$ cat config.mk
export PLATFORM = sky130hd
export DESIGN_NAME = top_level
export DESIGN_NICKNAME = d
export VERILOG_FILES = /design/src/rtl/hamming_pkg.sv /design/src/rtl/hamming_data_mem.sv /design/src/rtl/top_level.sv
export SDC_FILE = /design/constraint.sdc
export NUM_CORES = 1
export LEC_CHECK = 0
export BUFFER_PORTS_ARGS = -buffer_cell sky130_fd_sc_hd__buf_2
export CAP_MARGIN = 20
export CORE_AREA = 5 5 42 44
export CTS_CLUSTER_SIZE = 20
export DETAILED_ROUTE_END_ITERATION = 10
export DIE_AREA = 0 0 47 49
export HOLD_SLACK_MARGIN = 0.15
export SLEW_MARGIN = 10
export SYNTH_ARGS = -nofsm -noshare
export SYNTH_HDL_FRONTEND = slang
export SYNTH_SLANG_ARGS = --single-unit
$ cat constraint.sdc
create_clock -name clk -period 2.9 [get_ports clk]
set_input_delay 0.29 -clock clk [delete_from_list [all_inputs] [get_ports clk]]
set_output_delay 0.29 -clock clk [all_outputs]
set_load 0.01 [all_outputs]
$ cat src/rtl/hamming_pkg.sv
// Shared types, default constants and the reference parity function for the
// Hamming(16,11) SECDED encoder engine.
package hamming_pkg;

   typedef enum logic [2:0] {
      IDLE,
      RD_LO,
      RD_HI,
      WR_LO,
      WR_HI,
      DONE
   } state_t;

   localparam int NUM_MSG   = 15;
   localparam int SRC_BASE  = 0;
   localparam int DST_BASE  = 30;
   localparam int MEM_DEPTH = 256;

   // Word layout: {d[11:5], p8, d[4:2], p4, d[1], p2, p1, p0}; p0 makes the whole word even parity.
   function automatic logic [15:0] encode16(input logic [11:1] d);
      logic p8, p4, p2, p1, p0;
      p8 = ^d[11:5];
      p4 = (^d[11:8]) ^ (^d[4:2]);
      p2 = d[11] ^ d[10] ^ d[7] ^ d[6] ^ d[4] ^ d[3] ^ d[1];
      p1 = d[11] ^ d[9] ^ d[7] ^ d[5] ^ d[4] ^ d[2] ^ d[1];
      p0 = (^d[11:1]) ^ p8 ^ p4 ^ p2 ^ p1;
      return {d[11:5], p8, d[4:2], p4, d[1], p2, p1, p0};
   endfunction

endpackage

$ cat src/rtl/hamming_data_mem.sv
// Byte-wide data memory: combinational read, synchronous write, contents
// deliberately untouched by reset so preloaded data survives.
module data_mem
   import hamming_pkg::*;
#(
   parameter int DEPTH = MEM_DEPTH,
   parameter int AW    = $clog2(DEPTH)
) (
   input  logic          clk,
   input  logic          we,
   input  logic [AW-1:0] addr,
   input  logic [7:0]    wdata,
   output logic [7:0]    rdata
);

   logic [7:0] core [DEPTH];

   assign rdata = core[addr];

   always_ff @(posedge clk) begin
      if (we) begin
         core[addr] <= wdata;
      end
   end

endmodule

$ cat src/rtl/top_level.sv
// Hamming(16,11) SECDED encoder engine: reads packed 11-bit messages from its
// own data memory, encodes them and writes the 16-bit words back.
module top_level #(
   parameter int NUM_MSG   = hamming_pkg::NUM_MSG,
   parameter int SRC_BASE  = hamming_pkg::SRC_BASE,
   parameter int DST_BASE  = hamming_pkg::DST_BASE,
   parameter int MEM_DEPTH = hamming_pkg::MEM_DEPTH
) (
   input  logic clk,
   input  logic reset,
   input  logic start,
   output logic done
);

   import hamming_pkg::*;

   localparam int AW = $clog2(MEM_DEPTH);
   localparam int IW = (NUM_MSG > 1) ? $clog2(NUM_MSG) : 1;
   localparam logic [AW-1:0] SRC_A  = AW'(SRC_BASE);
   localparam logic [AW-1:0] DST_A  = AW'(DST_BASE);
   localparam logic [IW-1:0] LAST_I = IW'(NUM_MSG - 1);

   state_t          state_q, state_d;
   logic [IW-1:0]   idx_q, idx_d;
   logic [11:1]     d_q, d_d;
   logic            done_q, done_d;

   logic            mem_we;
   logic [AW-1:0]   mem_addr;
   logic [7:0]      mem_wdata;
   logic [7:0]      mem_rdata;
   logic [AW-1:0]   pair_off;
   logic [15:0]     code_word;

   data_mem #(
      .DEPTH (MEM_DEPTH),
      .AW    (AW)
   ) dm_ins (
      .clk   (clk),
      .we    (mem_we),
      .addr  (mem_addr),
      .wdata (mem_wdata),
      .rdata (mem_rdata)
   );

   always_ff @(posedge clk or negedge reset) begin
      if (!reset) begin
         state_q <= IDLE;
      end else begin
         state_q <= state_d;
      end
   end

   always_comb begin
      state_d = state_q;
      unique case (state_q)
         IDLE, DONE: if (start) state_d = RD_LO;
         RD_LO:      state_d = RD_HI;
         RD_HI:      state_d = WR_LO;
         WR_LO:      state_d = WR_HI;
         WR_HI:      state_d = (idx_q == LAST_I) ? DONE : RD_LO;
         default:    state_d = IDLE;
      endcase
   end

   // Each message occupies a two-byte slot, so the slot offset is simply 2*index.
   assign pair_off  = AW'({idx_q, 1'b0});
   assign code_word = encode16(d_q);

   always_comb begin
      mem_we    = 1'b0;
      mem_addr  = '0;
      mem_wdata = code_word[7:0];
      unique case (state_q)
         RD_LO: mem_addr = SRC_A + pair_off;
         RD_HI: mem_addr = SRC_A + pair_off + AW'(1);
         WR_LO: begin
            mem_we   = 1'b1;
            mem_addr = DST_A + pair_off;
         end
         WR_HI: begin
            mem_we    = 1'b1;
            mem_addr  = DST_A + pair_off + AW'(1);
            mem_wdata = code_word[15:8];
         end
         default: mem_addr = '0;
      endcase
   end

   // done lags entry into DONE by one clock and is cleared by the edge that samples a rerun start.
   always_comb begin
      idx_d  = idx_q;
      d_d    = d_q;
      done_d = (state_q == DONE) && !start;
      unique case (state_q)
         IDLE, DONE: if (start) idx_d = '0;
         RD_LO:      d_d[8:1]  = mem_rdata;
         RD_HI:      d_d[11:9] = mem_rdata[2:0];
         WR_HI:      if (idx_q != LAST_I) idx_d = idx_q + IW'(1);
         default:    idx_d = idx_q;
      endcase
   end

   always_ff @(posedge clk or negedge reset) begin
      if (!reset) begin
         idx_q  <= '0;
         d_q    <= '0;
         done_q <= 1'b0;
      end else begin
         idx_q  <= idx_d;
         d_q    <= d_d;
         done_q <= done_d;
      end
   end

   assign done = done_q;

endmodule

---- Word-level counts from Yosys, hierarchy flattened ----
Cells that the tools add are included.
Widths: inputs -> output; s select.
storage, ports and cells
  flip-flop bits (word level) ............. 8
  bits in latches ......................... 0
  bits in writable memories ............... 0
  memory bits (read-only) ................. 0
  bits of input ports ..................... 3
  output and inout bits ................... 1
  logic and storage cells ................. 25
  memories kept ........................... 0
operators by class
  add/sub/neg operators ................... 1
  multipliers ............................. 0
  divide/modulo/power cells ............... 0
  $lt $le $gt $ge ......................... 0
  equality and inequality tests ........... 9
  shifts and indexed selects .............. 0
  multiplexer cells ....................... 6
  bitwise gates (word level) .............. 0
  reduce and logical (&&, ||, !) cells .... 6
operators by type and width
  operator             number
  $pmux 3 s5           1
  $mux 4               2
  $pmux 4 s2           1
  $eq 3x2->1 const B   2
  $eq 3x3->1 const B   2
  $mux 3               2
  $add 4x1->4 const B  1
  $eq 4x4->1 const B   1
  $ne 2x2->1 const B   2
  $ne 4x4->1 const B   1
  $eq 3x1->1 const B   1
  $logic_not 3->1      1
  $reduce_and 3->1     1
  $reduce_bool 2->1    1
  $reduce_or 2->1      1
  $logic_and 1x1->1    1
  $logic_not 1->1      1

---- Longest topological paths before layout ----
  depth in word-level cells ............... 4
  depth in mapped cells ................... 6
  mapped depth without buffers ............ 6

---- Least setup slack after synthesis ----
No wires, ideal clock.
  path type ............................... reg2reg
  start point ............................. register state_q[0]
  end point ............................... register idx_q[0]
  setup time .............................. 130 ps
  data arrival time ....................... 1,258 ps
  required time ........................... 2,770 ps
  path slack .............................. 1,512 ps
  cell stages (with the launch flop) ...... 5
  path buffers ............................ 0
  period minus slack after synthesis ...... 1,388 ps
  path through ............................ dfrtp_1 or3b_4 or2_4 a21oi_1 a31oi_1
between the ends
  cells in the longest elaborated chain, start to end .. 4
  elaborated cells on any way between the ends .. 9
  classes of those cells .................. eq/ne (4); mux (1); reduce/logical (4)
ends and longest elaborated chain
  element                                                    RTL line          source
  from (decl)                                                top_level.sv:23   state_t state_q, state_d;
  from (signal assigned)                                     top_level.sv:50   state_q <= state_d;
  $eq 3x3->1 or $logic_not 3->1 (tied branches)              top_level.sv:95   unique case (state_q)
  $reduce_or 2->1                                            top_level.sv:95
  $ne 2x2->1 (no line) or $reduce_bool 2->1 (tied branches)  n/a
  $reduce_and 3->1 (no line)                                 n/a
  to (signal assigned)                                       top_level.sv:110  idx_q <= idx_d;
  to (decl)                                                  top_level.sv:24   logic [IW-1:0] idx_q, idx_d;
Several ways; a longest one is shown, not always the timed one.
A chain may end at the register's enable or synchronous reset.

---- Worst setup path in the final report ----
Ends and elaborated chain as after synthesis.

==> results.json <==
{
  "clock.fmax_mhz": 686.0,
  "die_area_mm2": 0.002303,
  "endpoint_kind": "flop",
  "fp.dieH_um": 49,
  "chipWidth_um": 47,
  "leakage_nw": 0.2232,
  "cpMaxStageDelayCell": "dfrtp_1",
  "slew_violations": 0,
  "regToRegSetupSlack_ps": 1440,
  "area_delta_synth_final_pct": 15.98,
  "arrival_ps": 1590,
  "drive_above_1_share_pct": 18.00,
  "synth-seq-area-share_pct": 47.34,
  "synth_edf_count": 0,
  "async_flop_share_pct": 100.0,
  "clock_path_buffers": 2,
  "yosysTopAreaCell": "dfrtp_1",
  "fin_tns_setup_ps": 0,
  "wirelength_um": 695,
  "rsz0062_at_grt": "false",
  "cp.required_ps": 3030,
  "rows": 14,
  "grt_max_degree": 9,
  "viasPerCell": 4.848,
  "antenna_found_initial": 0,
  "yosys.cell_count.top_type": "dfrtp_1",
  "grt_pass1_wl_um": 1290,
  "hold_path_class": "input pin to flop",
  "crit_family": "simple AND/OR/NAND/NOR gates",
  "nets": 57,
  "portBuffers": 3,
  "power_density_mw_per_mm2": 829.3,
  "netlist.area_leader.share_pct": 47.34,
  "path_cells": "or3b_4 > or2_4 > a21oi_1 > a31oi_1",
  "hpwl_um": 539.4,
  "clock-root-buffer": "clkbuf_4",
  "cts_tree": "done",
  "clk_latency_ps": 250,
  "start_util_pct": 30.18,
  "synthFlopType": "dfrtp_1",
  "ys_seq_elements": 8,
  "critPathBufInv": 0,
  "num_antenna_cells": 0,
  "finalCritPeriodShare_pct": 50.27,
  "clkTransAtPathRegs_ps": 50,
  "startpoint_type": "flop",
  "synthTopCellsByArea": "dfrtp_1 47%, ha_1 5.9%, nor2_1 5.3%, o21ai_0 4.7%, nand3_1 3.6%",
  "finClkSkew_ps": 1.116,
  "grt-busiest-layer": "met1",
  "track_usage_pct": 7.960,
  "cp_max_fo": 7,
  "dr.first_iter.drc_count": 1,
  "hold_viol": 0,
  "maxCapViolCount": 0,
  "cts_setup_buffers": 0,
  "final-setup-viol-count": 0,
  "worst_slew_pin_slew_ps": 293.6,
  "htreeDepth": 1,
  "core_area_mm2": 0.001401,
  "grt-ovfl-total": 0,
  "syn_area_um2": 422.9,
  "ir_drop_mv": 0.4240,
  "yosys_warnings": 0,
  "cpPeakStageDelay_ps": 440,
  "ant_nets": 0,
  "synth_common_cells": "8 x dfrtp_1, 6 x nor2_1, 4 x o21ai_0",
  "worstSetupPathType": "flop to flop",
  "placed_cell_area_um2": 457.9,
  "gp_congestion": 0.8121,
  "syn-num-nets": 48,
  "period_minus_slack_ps": 1458,
  "cts_buffers": 3,
  "syn_inst": 43,
  "ioPinCount": 4,
  "final_design_area_no_fill_um2": 490.5,
  "gr-usage-met1_pct": 10.86,
  "dr.pass1.iters": 2,
  "avgSynthCellArea_um2": 9.835,
  "vias": 320,
  "grt_pass1_vias": 322,
  "slew_headroom_pct": 80.17,
  "drc": 0,
  "grtUsageMet3_pct": 3.321,
  "wire_per_inst_um": 10.53,
  "cts_sinks": 8,
  "run_status": "complete, no violations",
  "ys_types": 22,
  "use_met2_pct": 9.729
}
through the flow:
| step | total power, mW | setup WS, ps | utilization (%) | hold slack (ps) | instances |
|---|---|---|---|---|---|
| after floorplan | 0.2901 | 1512 | - | -5.591 | 43 |
| after global placement | 0.3225 | 1462 | 32.68 | 142.0 | 62 |
| after detailed placement | 0.3239 | 1457 | 32.68 | 139.3 | 62 |
| after CTS | 0.4101 | 1448 | 35.00 | 358.2 | 66 |
| after global routing | 0.4475 | 1332 | 35.00 | 379.0 | 66 |
| final | 0.4068 | 1442 | 35.00 | 350.7 | 66 |
cell families (layout without fill, tap and decap cells):
group	after synthesis	count (layout)	share of synthesized area (%)
and+or+nand+nor	19	19	25.74
buffers and inverters	1	8	0.8867
DFF	8	8	47.34
xor gates and xnor gates	1	1	2.071
AOI/OAI and AO/OA	12	12	18.05
adders and majority gates	2	2	5.916
power by group:
group / internal, mW / switching (mW) / leakage [nW] / total (mW)
Clock: 0.0473 / 0.0370 / 0.0138 / 0.0843
Combinational: 0.0671 / 0.0578 / 0.104 / 0.125
Sequential: 0.146 / 0.0513 / 0.106 / 0.198
worst paths after layout:
| check | start | endpoint | cells past startpoint |
|---|---|---|---|
| setup reg to reg | state_q[0]$_DFFE_PN0P_ | idx_q[0]$_DFFE_PN0P_ | 4 |
| hold reg to reg | state_q[2]$_DFFE_PN0P_ | state_q[1]$_DFFE_PN0P_ | 1 |
| setup / recovery | state_q[0]$_DFFE_PN0P_ | idx_q[0]$_DFFE_PN0P_ | 4 |
| max in group asynchronous | reset | idx_q[2]$_DFFE_PN0P_ | 2 |
| min in group asynchronous | reset | state_q[0]$_DFFE_PN0P_ | 2 |
| hold / removal | start | state_q[0]$_DFFE_PN0P_ | 3 |
layout make-up:
type,count,area [um2]
inverter,1,3.754
fill,150,910.9
tap,16,20.02
sequential,8,200.2
clock buffer,3,22.52
timing repair buffer,4,25.02
multi-input combinational,34,219.0
cells in the final DEF (no fill, tap or decap), drive strengths merged, types with 2 or more instances in the layout:
master  synthesis  layout
ha              2       2
a21oi           2       2
buf             0       3
dfrtp           8       8
nand2           2       2
nand3           3       3
clkbuf          0       3
o21ai           4       4
nand3b          2       2
nor2            6       6
registers in the layout, indices dropped and copies added, names as in the netlist:
name     count
idx_q        4
done         1
state_q      3
worst register-to-register path: cells and delay by family, from the launching register on:
| family | cells | cell delay, ps |
|---|---|---|
| flip-flops | 1 | 440 |
| AND/OR/NAND/NOR | 2 | 710 |
| AO/OA/AOI/OAI | 2 | 190 |
metal layers:
| layer | share of wire, % | wire length (um) | up-vias |
|---|---|---|---|
| met5 | 0 | 0 | - |
| met4 | 3.2 | 22 | 0 |
| met3 | 4.6 | 32 | 5 |
| met2 | 38 | 266 | 7 |
| met1 | 54 | 374 | 137 |
| li1 | - | - | 171 |
what timing repair did:
item	4_1_cts	5_1_grt
hold buffers	1	0
resized for setup	0	0
hold endpoints to repair	8	0
Note: power is estimated with default switching activity, not from simulation.
